--- src/rtl/exc_pkg.sv ---
// Shared definitions for the exception sequencer: state encoding, cause indices
// and the default vector table base address.
package exc_pkg;

  typedef enum logic [2:0] {
    IDLE     = 3'd0,
    SAVE_EPC = 3'd1,
    READ     = 3'd2,
    CAPTURE  = 3'd3,
    LOAD_PC  = 3'd4
  } exc_state_e;

  localparam int unsigned CAUSE_OPCODE   = 0;
  localparam int unsigned CAUSE_OVERFLOW = 1;
  localparam int unsigned CAUSE_DIVZERO  = 2;

  localparam int unsigned DEFAULT_VEC_BASE = 253;

endpackage

--- src/rtl/exc_sequencer_if.sv ---
// Request/memory/PC-load bundle between the exception sequencer (master) and
// the surrounding control path and memory (slave).
interface exc_sequencer_if #(
  parameter int unsigned NUM_CAUSES = 3,
  parameter int unsigned ADDR_WIDTH = 32
);
  logic [NUM_CAUSES-1:0] exc_req;
  logic                  busy;
  logic                  epc_write;
  logic                  mem_read;
  logic [ADDR_WIDTH-1:0] mem_addr;
  logic [7:0]            mem_rdata;
  logic                  pc_load;
  logic [ADDR_WIDTH-1:0] pc_value;
  logic [2:0]            cause_code;
  logic                  done;
  logic                  nested_err;

  modport master (
    input  exc_req, mem_rdata,
    output busy, epc_write, mem_read, mem_addr, pc_load, pc_value, cause_code, done,
           nested_err
  );

  modport slave (
    output exc_req, mem_rdata,
    input  busy, epc_write, mem_read, mem_addr, pc_load, pc_value, cause_code, done,
           nested_err
  );
endinterface

--- src/rtl/exc_prio_enc.sv ---
// Lowest-index-wins priority encoder over the exception request vector.
module exc_prio_enc #(
  parameter int unsigned NUM_CAUSES = 3
) (
  input  logic [NUM_CAUSES-1:0] req,
  output logic                  any,
  output logic [2:0]            idx
);

  assign any = |req;

  always_comb begin
    idx = 3'd0;
    for (int i = NUM_CAUSES - 1; i >= 0; i--) begin
      if (req[i]) idx = 3'(i);
    end
  end

endmodule

--- src/rtl/exc_sequencer.sv ---
// Exception sub-FSM: save EPC, fetch the cause's vector byte, load PC with it.
// Outputs are decoded from registered state only.
module exc_sequencer import exc_pkg::*; #(
  parameter int unsigned NUM_CAUSES  = 3,
  parameter int unsigned MEM_LATENCY = 2,
  parameter int unsigned ADDR_WIDTH  = 32,
  parameter int unsigned VEC_BASE    = DEFAULT_VEC_BASE
) (
  input logic             clk,
  input logic             reset,
  exc_sequencer_if.master bus
);

  if (NUM_CAUSES < 1 || NUM_CAUSES > 8) begin : g_bad_causes
    $error("exc_sequencer: NUM_CAUSES must be 1..8");
  end
  if (MEM_LATENCY < 1 || MEM_LATENCY > 15) begin : g_bad_latency
    $error("exc_sequencer: MEM_LATENCY must be 1..15");
  end
  if (ADDR_WIDTH < 8) begin : g_bad_width
    $error("exc_sequencer: ADDR_WIDTH must hold a vector byte");
  end
  if (ADDR_WIDTH < 64 &&
      ((64'(VEC_BASE) + 64'(NUM_CAUSES) - 64'd1) >> ADDR_WIDTH) != 64'd0) begin : g_bad_base
    $error("exc_sequencer: vector table does not fit in ADDR_WIDTH");
  end

  localparam logic [3:0] LAT_INIT = 4'(MEM_LATENCY - 1);

  exc_state_e            state_q, state_d;
  logic [3:0]            cnt_q, cnt_d;
  logic [2:0]            cause_q;
  logic [ADDR_WIDTH-1:0] addr_q;
  logic [ADDR_WIDTH-1:0] pc_q;
  logic                  nested_q;

  logic                  req_any;
  logic [2:0]            req_idx;
  logic [ADDR_WIDTH-1:0] vec_addr;

  exc_prio_enc #(
    .NUM_CAUSES(NUM_CAUSES)
  ) u_prio (
    .req(bus.exc_req),
    .any(req_any),
    .idx(req_idx)
  );

  assign vec_addr = ADDR_WIDTH'(VEC_BASE) + ADDR_WIDTH'(cause_q);

  always_ff @(posedge clk or posedge reset) begin
    if (reset) state_q <= IDLE;
    else       state_q <= state_d;
  end

  always_comb begin
    state_d = state_q;
    cnt_d   = cnt_q;
    case (state_q)
      IDLE:     if (req_any) state_d = SAVE_EPC;
      SAVE_EPC: begin
        state_d = READ;
        cnt_d   = LAT_INIT;
      end
      READ: begin
        if (cnt_q == 4'd0) state_d = CAPTURE;
        else               cnt_d   = cnt_q - 4'd1;
      end
      CAPTURE:  state_d = LOAD_PC;
      LOAD_PC:  state_d = IDLE;
      default:  state_d = IDLE;
    endcase
  end

  // Address is loaded on the way into READ so it holds after the sequence ends.
  always_ff @(posedge clk or posedge reset) begin
    if (reset) begin
      cnt_q    <= 4'd0;
      cause_q  <= 3'd0;
      addr_q   <= '0;
      pc_q     <= '0;
      nested_q <= 1'b0;
    end else begin
      cnt_q <= cnt_d;
      if (state_q == IDLE && req_any)     cause_q  <= req_idx;
      if (state_q == SAVE_EPC)            addr_q   <= vec_addr;
      if (state_q == CAPTURE)             pc_q     <= ADDR_WIDTH'(bus.mem_rdata);
      if (state_q != IDLE && req_any)     nested_q <= 1'b1;
    end
  end

  logic busy, epc_write, mem_read, pc_load;

  always_comb begin
    busy      = 1'b0;
    epc_write = 1'b0;
    mem_read  = 1'b0;
    pc_load   = 1'b0;
    case (state_q)
      SAVE_EPC: begin
        busy      = 1'b1;
        epc_write = 1'b1;
      end
      READ, CAPTURE: begin
        busy     = 1'b1;
        mem_read = 1'b1;
      end
      LOAD_PC: begin
        busy    = 1'b1;
        pc_load = 1'b1;
      end
      default: ;
    endcase
  end

  assign bus.busy       = busy;
  assign bus.epc_write  = epc_write;
  assign bus.mem_read   = mem_read;
  assign bus.mem_addr   = addr_q;
  assign bus.pc_load    = pc_load;
  assign bus.done       = pc_load;
  assign bus.pc_value   = pc_q;
  assign bus.cause_code = cause_q;
  assign bus.nested_err = nested_q;

endmodule

--- src/flat_wrapper.sv ---
// flat-port wrapper written by rule: the top's interface ports become plain ports
module exc_sequencer_flat import exc_pkg::*;
#(
  parameter int unsigned NUM_CAUSES  = 3,
  parameter int unsigned MEM_LATENCY = 2,
  parameter int unsigned ADDR_WIDTH  = 32,
  parameter int unsigned VEC_BASE    = DEFAULT_VEC_BASE
)
  (clk, reset, bus_exc_req, bus_mem_rdata, bus_busy, bus_epc_write, bus_mem_read, bus_mem_addr, bus_pc_load, bus_pc_value, bus_cause_code, bus_done, bus_nested_err);
  exc_sequencer_if #(.NUM_CAUSES(NUM_CAUSES), .ADDR_WIDTH(ADDR_WIDTH)) bus_i ();
  input logic clk;
  input logic reset;
  input wire logic [$bits(bus_i.exc_req)-1:0] bus_exc_req;
  input wire logic [$bits(bus_i.mem_rdata)-1:0] bus_mem_rdata;
  output wire logic [$bits(bus_i.busy)-1:0] bus_busy;
  output wire logic [$bits(bus_i.epc_write)-1:0] bus_epc_write;
  output wire logic [$bits(bus_i.mem_read)-1:0] bus_mem_read;
  output wire logic [$bits(bus_i.mem_addr)-1:0] bus_mem_addr;
  output wire logic [$bits(bus_i.pc_load)-1:0] bus_pc_load;
  output wire logic [$bits(bus_i.pc_value)-1:0] bus_pc_value;
  output wire logic [$bits(bus_i.cause_code)-1:0] bus_cause_code;
  output wire logic [$bits(bus_i.done)-1:0] bus_done;
  output wire logic [$bits(bus_i.nested_err)-1:0] bus_nested_err;
  assign bus_i.exc_req = bus_exc_req;
  assign bus_i.mem_rdata = bus_mem_rdata;
  assign bus_busy = bus_i.busy;
  assign bus_epc_write = bus_i.epc_write;
  assign bus_mem_read = bus_i.mem_read;
  assign bus_mem_addr = bus_i.mem_addr;
  assign bus_pc_load = bus_i.pc_load;
  assign bus_pc_value = bus_i.pc_value;
  assign bus_cause_code = bus_i.cause_code;
  assign bus_done = bus_i.done;
  assign bus_nested_err = bus_i.nested_err;
  exc_sequencer #(.NUM_CAUSES(NUM_CAUSES), .MEM_LATENCY(MEM_LATENCY), .ADDR_WIDTH(ADDR_WIDTH), .VEC_BASE(VEC_BASE)) u_core (.clk(clk), .reset(reset), .bus(bus_i));
endmodule
--- config.mk ---
export PLATFORM = sky130hd
export DESIGN_NAME = exc_sequencer_flat
export DESIGN_NICKNAME = d
export VERILOG_FILES = /design/src/rtl/exc_pkg.sv /design/src/rtl/exc_sequencer_if.sv /design/src/rtl/exc_prio_enc.sv /design/src/rtl/exc_sequencer.sv /design/src/flat_wrapper.sv
export SDC_FILE = /design/constraint.sdc
export NUM_CORES = 1
export LEC_CHECK = 0
export CORE_ASPECT_RATIO = 1.75
export CORE_MARGIN = 2
export CORE_UTILIZATION = 50
export CTS_BUF_LIST = sky130_fd_sc_hd__clkbuf_8
export CTS_CLUSTER_SIZE = 20
export DETAILED_ROUTE_END_ITERATION = 16
export DONT_BUFFER_PORTS = 1
export GPL_ROUTABILITY_DRIVEN = 0
export PLACE_DENSITY = 0.68
export RECOVER_POWER = 25
export REMOVE_ABC_BUFFERS = 1
export SYNTH_ARGS = -nofsm -noshare
export SYNTH_HDL_FRONTEND = slang
export SYNTH_HIERARCHICAL = 1
export SYNTH_SLANG_ARGS = --single-unit
--- constraint.sdc ---
create_clock -name clk -period 1.5 [get_ports clk]
set_clock_uncertainty 0.2 [all_clocks]
set_input_delay 0.15 -clock clk [delete_from_list [all_inputs] [get_ports clk]]
set_output_delay 0.15 -clock clk [all_outputs]
set_load 0.05 [all_outputs]
* Word level (Yosys, flattened, before mapping)
Cells that the tools add are included.
** Storage, ports and cells
- Logic and storage cells :: 38
- Output and inout bits :: 73
- Register bits :: 51
** Operators by class
- Reduce and logical (&&, ||, !) cells :: 11
- Equal/unequal tests :: 7
- $add $sub $neg :: 2
- Mux-type cells :: 12
** Operators with widths (count)
- $mux W3 :: 4
- $pmux W3 S4 :: 1
- $add A8 B3 Y9 const A :: 1
- $pmux W4 S2 :: 1
- $eq A3 B2 Y1 const B :: 2
- $logic_not A4 Y1 :: 1
- $mux W1 :: 4
- $mux W4 :: 1
- $ne A2 B1 Y1 const B :: 2
- $reduce_and A2 Y1 :: 2
- $reduce_or A4 Y1 :: 1
- $sub A4 B1 Y4 const B :: 1
- $eq A3 B1 Y1 const B :: 1
- $eq A3 B3 Y1 const B :: 1
- $logic_not A3 Y1 :: 1
- $reduce_bool A3 Y1 :: 1
- $reduce_or A3 Y1 :: 1
- $logic_and A1 B1 Y1 :: 2
- $mux W2 :: 1
- $ne A2 B2 Y1 const B :: 1
- $reduce_bool A2 Y1 :: 1
- $reduce_or A2 Y1 :: 1

* Longest topological paths before layout
- Depth after elaboration :: 3
- Depth in mapped cells :: 6

* Cells and area by module
The synthesis kept the hierarchy.
** Modules (own cells, without submodules)
- exc_sequencer :: cells an instance 146, instances 1, area each 1530.2 um2
- exc_prio_enc :: cells an instance 5, instances 1, area each 31.3 um2

* Worst setup path after synthesis
Ideal clock, no wire load.
- Path kind :: flip-flop to output port
- Start :: reg u_core.state_q[0]
- End :: out bus_pc_load
- Path slack :: -1.043 ns
- Stages on the path, launching flop included :: 4
- Arrival time :: 2.193 ns
- Buffers on the path :: 2
- Cell sequence :: dfrtp_1 -> buf_2 -> nor3b_1 -> buf_4
** On the way
- Word-level cells in the longest chain between the ends :: 2
** RTL lines
- start: declaration :: RTL line exc_sequencer.sv:30 : exc_state_e state_q, state_d;
- start signal: assignment :: RTL line exc_sequencer.sv:53 : else state_q <= state_d;
- $eq A3 B3 Y1 :: RTL line exc_sequencer.sv:99 : case (state_q)
- $mux W1 :: RTL line exc_sequencer.sv:99
- end: declaration :: RTL line flat_wrapper.sv:19 : output wire logic [$bits(bus_i.pc_load)-1:0] bus_pc_load;
Every way passes these cells.

* Worst setup path in the final report
- Start :: reg u_core.state_q[2]
- End :: out bus_epc_write
** On the way
- Word-level cells in the longest chain between the ends :: 2
** RTL lines
- $eq A3 B1 Y1 :: RTL line exc_sequencer.sv:99
- $mux W1 :: RTL line exc_sequencer.sv:99
- end: declaration :: RTL line flat_wrapper.sv:16 : output wire logic [$bits(bus_i.epc_write)-1:0] bus_epc_write;
Every way passes these cells.

==> impl_metrics.env <==
export IMPL_grt_pass1_vias=1114
export IMPL_cts_root_buf="clkbuf_8"
export IMPL_path_clk_slew_ps=80
export IMPL_post_place_ws_ps=-297
export IMPL_slew_viol_final=0
export IMPL_grt_max_degree=17
export IMPL_viasPerCell=4.46
export IMPL_initial_core_util_pct=52.7
export IMPL_status="complete, but fails checks"
export IMPL_detail_route_antenna_nets=0
export IMPL_min_period_over_period_pct=114
export IMPL_fmax_ghz=0.587
export IMPL_drcViolationCount=0
export IMPL_crit_buf_inv=2
export IMPL_worstSetupPathType="reg2out"
export IMPL_place_hpwl_um=2220
export IMPL_dr_pass1_iters=3
export IMPL_slowest_delay_ps=440
export IMPL_fp_dieH_um=77.9
export IMPL_path_delay_family="flip-flops"
export IMPL_coreArea_um2=2960
export IMPL_placed_cells_incl_taps=218
export IMPL_timing_final_ws_setup_ps=-205
export IMPL_cpMaxStageDelayCell="dfrtp_2"
export IMPL_portBuffers=0
export IMPL_syn_area_um2=1560
export IMPL_io_pins=86
export IMPL_setup_violations=27
export IMPL_wl_um=3460
export IMPL_hold_viol=0
export IMPL_die_area_um2=3600
export IMPL_grt_usage_pct=20.1
export IMPL_clockBufferDepth=2
export IMPL_area_growth_pct=36.9
export IMPL_violations="negative setup slack"
export IMPL_first_iter_violations=6
export IMPL_fin_tns_setup_ps=-2700
export IMPL_ys_ff_latch=25
export IMPL_drv_cap=0
export IMPL_n_antenna_cell=0
export IMPL_yosys_warnings=6
export IMPL_grt_overflow=0
export IMPL_end_kind="primary output"
export IMPL_nets=224
export IMPL_cts_tree="built"
export IMPL_cts_buffers=3
export IMPL_maxSlewHeadroom_pct=66.0
export IMPL_critPathLaunchType="flip-flop"
export IMPL_crit_required_ps=1150
export IMPL_synth_yosys_seq_area_share_pct=40.1
export IMPL_crit_arrival_ps=1350
export IMPL_reg2reg_slack_ps=-190
export IMPL_final_layout_size_suffix_gt1_share_pct=45.1
export IMPL_die_width_um=46.2
export IMPL_htreeDepth=1
export IMPL_crit_path_cell_trace="or3b_4 > clkinv_4 > buf_12"
export IMPL_yosys_cell_types_count=33
export IMPL_clock_latency_ps=270
export IMPL_critPathMaxFanout=5
export IMPL_tightestPinTransition_ps=509
export IMPL_hp_class="in2reg"
export IMPL_grt_pass1_wl_um=5250
export IMPL_rsz0062_at_grt="true"
export IMPL_syn_mean_instance_area_um2=10.3
export IMPL_row_count=26
export IMPL_wl_per_cell_um=13.9
export IMPL_period_needed_ps=1700
export IMPL_vias=1105
export IMPL_instances_no_fill=248
export IMPL_grt_antenna_before_repair=0
export IMPL_synthCells=151
export IMPL_clock_sinks=25
export IMPL_fill_cells=208
export IMPL_hold_buffers=11
[Yosys cell counts]
| library cell | instances | area [µm²] |
|---|---|---|
| buf_4 | 52 | 390 |
| dfrtp_1 | 25 | 626 |
| mux2_2 | 10 | 113 |
| nand2_1 | 10 | 37.5 |
| inv_1 | 8 | 30.0 |
| ha_1 | 4 | 50.1 |
| o21ai_0 | 4 | 20.0 |
| mux2i_1 | 3 | 30.0 |
| nor2_1 | 3 | 11.3 |
| nor3b_1 | 3 | 22.5 |
| a21o_1 | 2 | 15.0 |
| buf_2 | 2 | 10.0 |
| buf_6 | 2 | 22.5 |
| conb_1 | 2 | 7.51 |
| nor3_1 | 2 | 10.0 |
| nor4b_1 | 2 | 17.5 |
| a211oi_2 | 1 | 12.5 |
| a21oi_1 | 1 | 5.00 |
| and2_1 | 1 | 6.26 |
| clkinv_4 | 1 | 8.76 |
| nand2_2 | 1 | 6.26 |
| nand2b_4 | 1 | 13.8 |
| nor2b_1 | 1 | 6.26 |
| nor4_1 | 1 | 6.26 |
| nor4b_4 | 1 | 23.8 |
| o21a_1 | 1 | 7.51 |
| o22ai_1 | 1 | 6.26 |
| o31ai_1 | 1 | 7.51 |
| or3_1 | 1 | 6.26 |
| or3_2 | 1 | 7.51 |
| or3b_1 | 1 | 8.76 |
| or4_1 | 1 | 7.51 |
| xnor2_1 | 1 | 8.76 |
[registers in the layout (all words and copies together), names as in the netlist]
signal                 cells
u_core/bus.mem_addr        6
u_core/bus.cause_code      3
u_core/cnt_q               4
u_core/bus.nested_err      1
u_core/state_q             3
u_core/bus.pc_value        8
[per-layer routing]
| layer | GRT usage [%] | share of wire [%] |
|---|---|---|
| met1 | 22.3 | 33 |
| met2 | 36.1 | 59 |
| met3 | 3.26 | 6.0 |
| met4 | 6.86 | 1.3 |
| met5 | 0 | 0 |
[cells by family (layout without fill, tap and decap cells)]
| group | count (synthesis) | in the layout | synth area share (%) |
|---|---|---|---|
| xor gates and xnor gates | 1 | 1 | 0.561 |
| muxes | 13 | 13 | 9.13 |
| buffers and inverters | 65 | 74 | 29.6 |
| AOI/OAI and AO/OA | 11 | 11 | 4.73 |
| adders and majority gates | 4 | 4 | 3.21 |
| other | 2 | 48 | 0.481 |
| and+or+nand+nor | 30 | 30 | 12.3 |
| DFF | 25 | 25 | 40.1 |
[cell usage in the layout, fill, tap and decap left out, types with 2 or more instances in the layout]
| cell type | Yosys | layout |
|---|---|---|
| conb_1 | 2 | 48 |
| buf_4 | 52 | 35 |
| dfrtp_1 | 25 | 22 |
| buf_6 | 2 | 11 |
| dlygate4sd3_1 | 0 | 11 |
| mux2_2 | 10 | 8 |
| nand2_1 | 10 | 8 |
| inv_1 | 8 | 6 |
| clkbuf_8 | 0 | 3 |
| nor4b_4 | 1 | 3 |
| mux2i_1 | 3 | 3 |
| o21ai_1 | 0 | 3 |
| dfrtp_2 | 0 | 3 |
| buf_12 | 0 | 2 |
| nand2_4 | 0 | 2 |
| mux2_4 | 0 | 2 |
| nor3b_4 | 0 | 2 |
| nor3_4 | 0 | 2 |
| nor2_1 | 3 | 2 |
| inv_2 | 0 | 2 |
| or3_4 | 0 | 2 |
| a21o_1 | 2 | 2 |
| ha_4 | 0 | 2 |
| ha_1 | 4 | 2 |
[area by class of cell]
| class | instances | area, µm² | share of cell area [%] |
|---|---|---|---|
| Clock inverter | 1 | 3.75 | 0.176 |
| Multi-Input combinational cell | 107 | 813 | 38.0 |
| Timing Repair Buffer | 61 | 557 | 26.0 |
| Tap cell | 42 | 52.6 | 2.46 |
| Clock buffer | 3 | 41.3 | 1.93 |
| Inverter | 9 | 41.3 | 1.93 |
| Sequential cell | 25 | 629 | 29.4 |
[per-stage QoR]
| step | utilization, % | hold WS, ps | area, µm² |
|---|---|---|---|
| 2_1_floorplan | - | -22.7 | 1310 |
| 3_3_place_gp | 56.1 | -181 | 1660 |
| 3_5_place_dp | 56.1 | -171 | 1660 |
| 4_1_cts | 70.4 | -29.0 | 2080 |
| 5_1_grt | 72.2 | -3.35 | 2140 |
| 6_report | 72.2 | 5.09 | 2140 |
[worst min-delay path, delay by kind of cell]
family,cells,cell delay (ps)
AND/OR/NAND/NOR,1,100
AO/OA/AOI/OAI,1,90
buffers and inverters,1,100
[final timing paths]
| kind | startpoint | to | cells past startpoint |
|---|---|---|---|
| worst max-delay path | u_core/state_q[2]$_DFFE_PP0P_ | bus_epc_write | 3 |
| worst max register to register | u_core/cnt_q[1]$_DFFE_PP0P_ | u_core/cnt_q[2]$_DFFE_PP0P_ | 6 |
| worst min register to register | u_core/bus.nested_err$_DFFE_PP0P_ | u_core/bus.nested_err$_DFFE_PP0P_ | 1 |
| max in group asynchronous | reset | u_core/state_q[0]$_DFFE_PP0P_ | 3 |
| min in group asynchronous | reset | u_core/bus.pc_value[4]$_DFFE_PP0P_ | 2 |
| worst min-delay path | bus_exc_req[2] | u_core/bus.nested_err$_DFFE_PP0P_ | 3 |
[what timing repair did]
action	CTS	global route
setup buffers	13	5
pin swaps	9	10
hold endpoints to repair	36	1
endpoints found under the setup margin	27	28
gates resized for setup	46	12
Power is left out: the tool's default activity adds up to more than one toggle a clock period on the data nets, which glitch-free logic cannot reach.
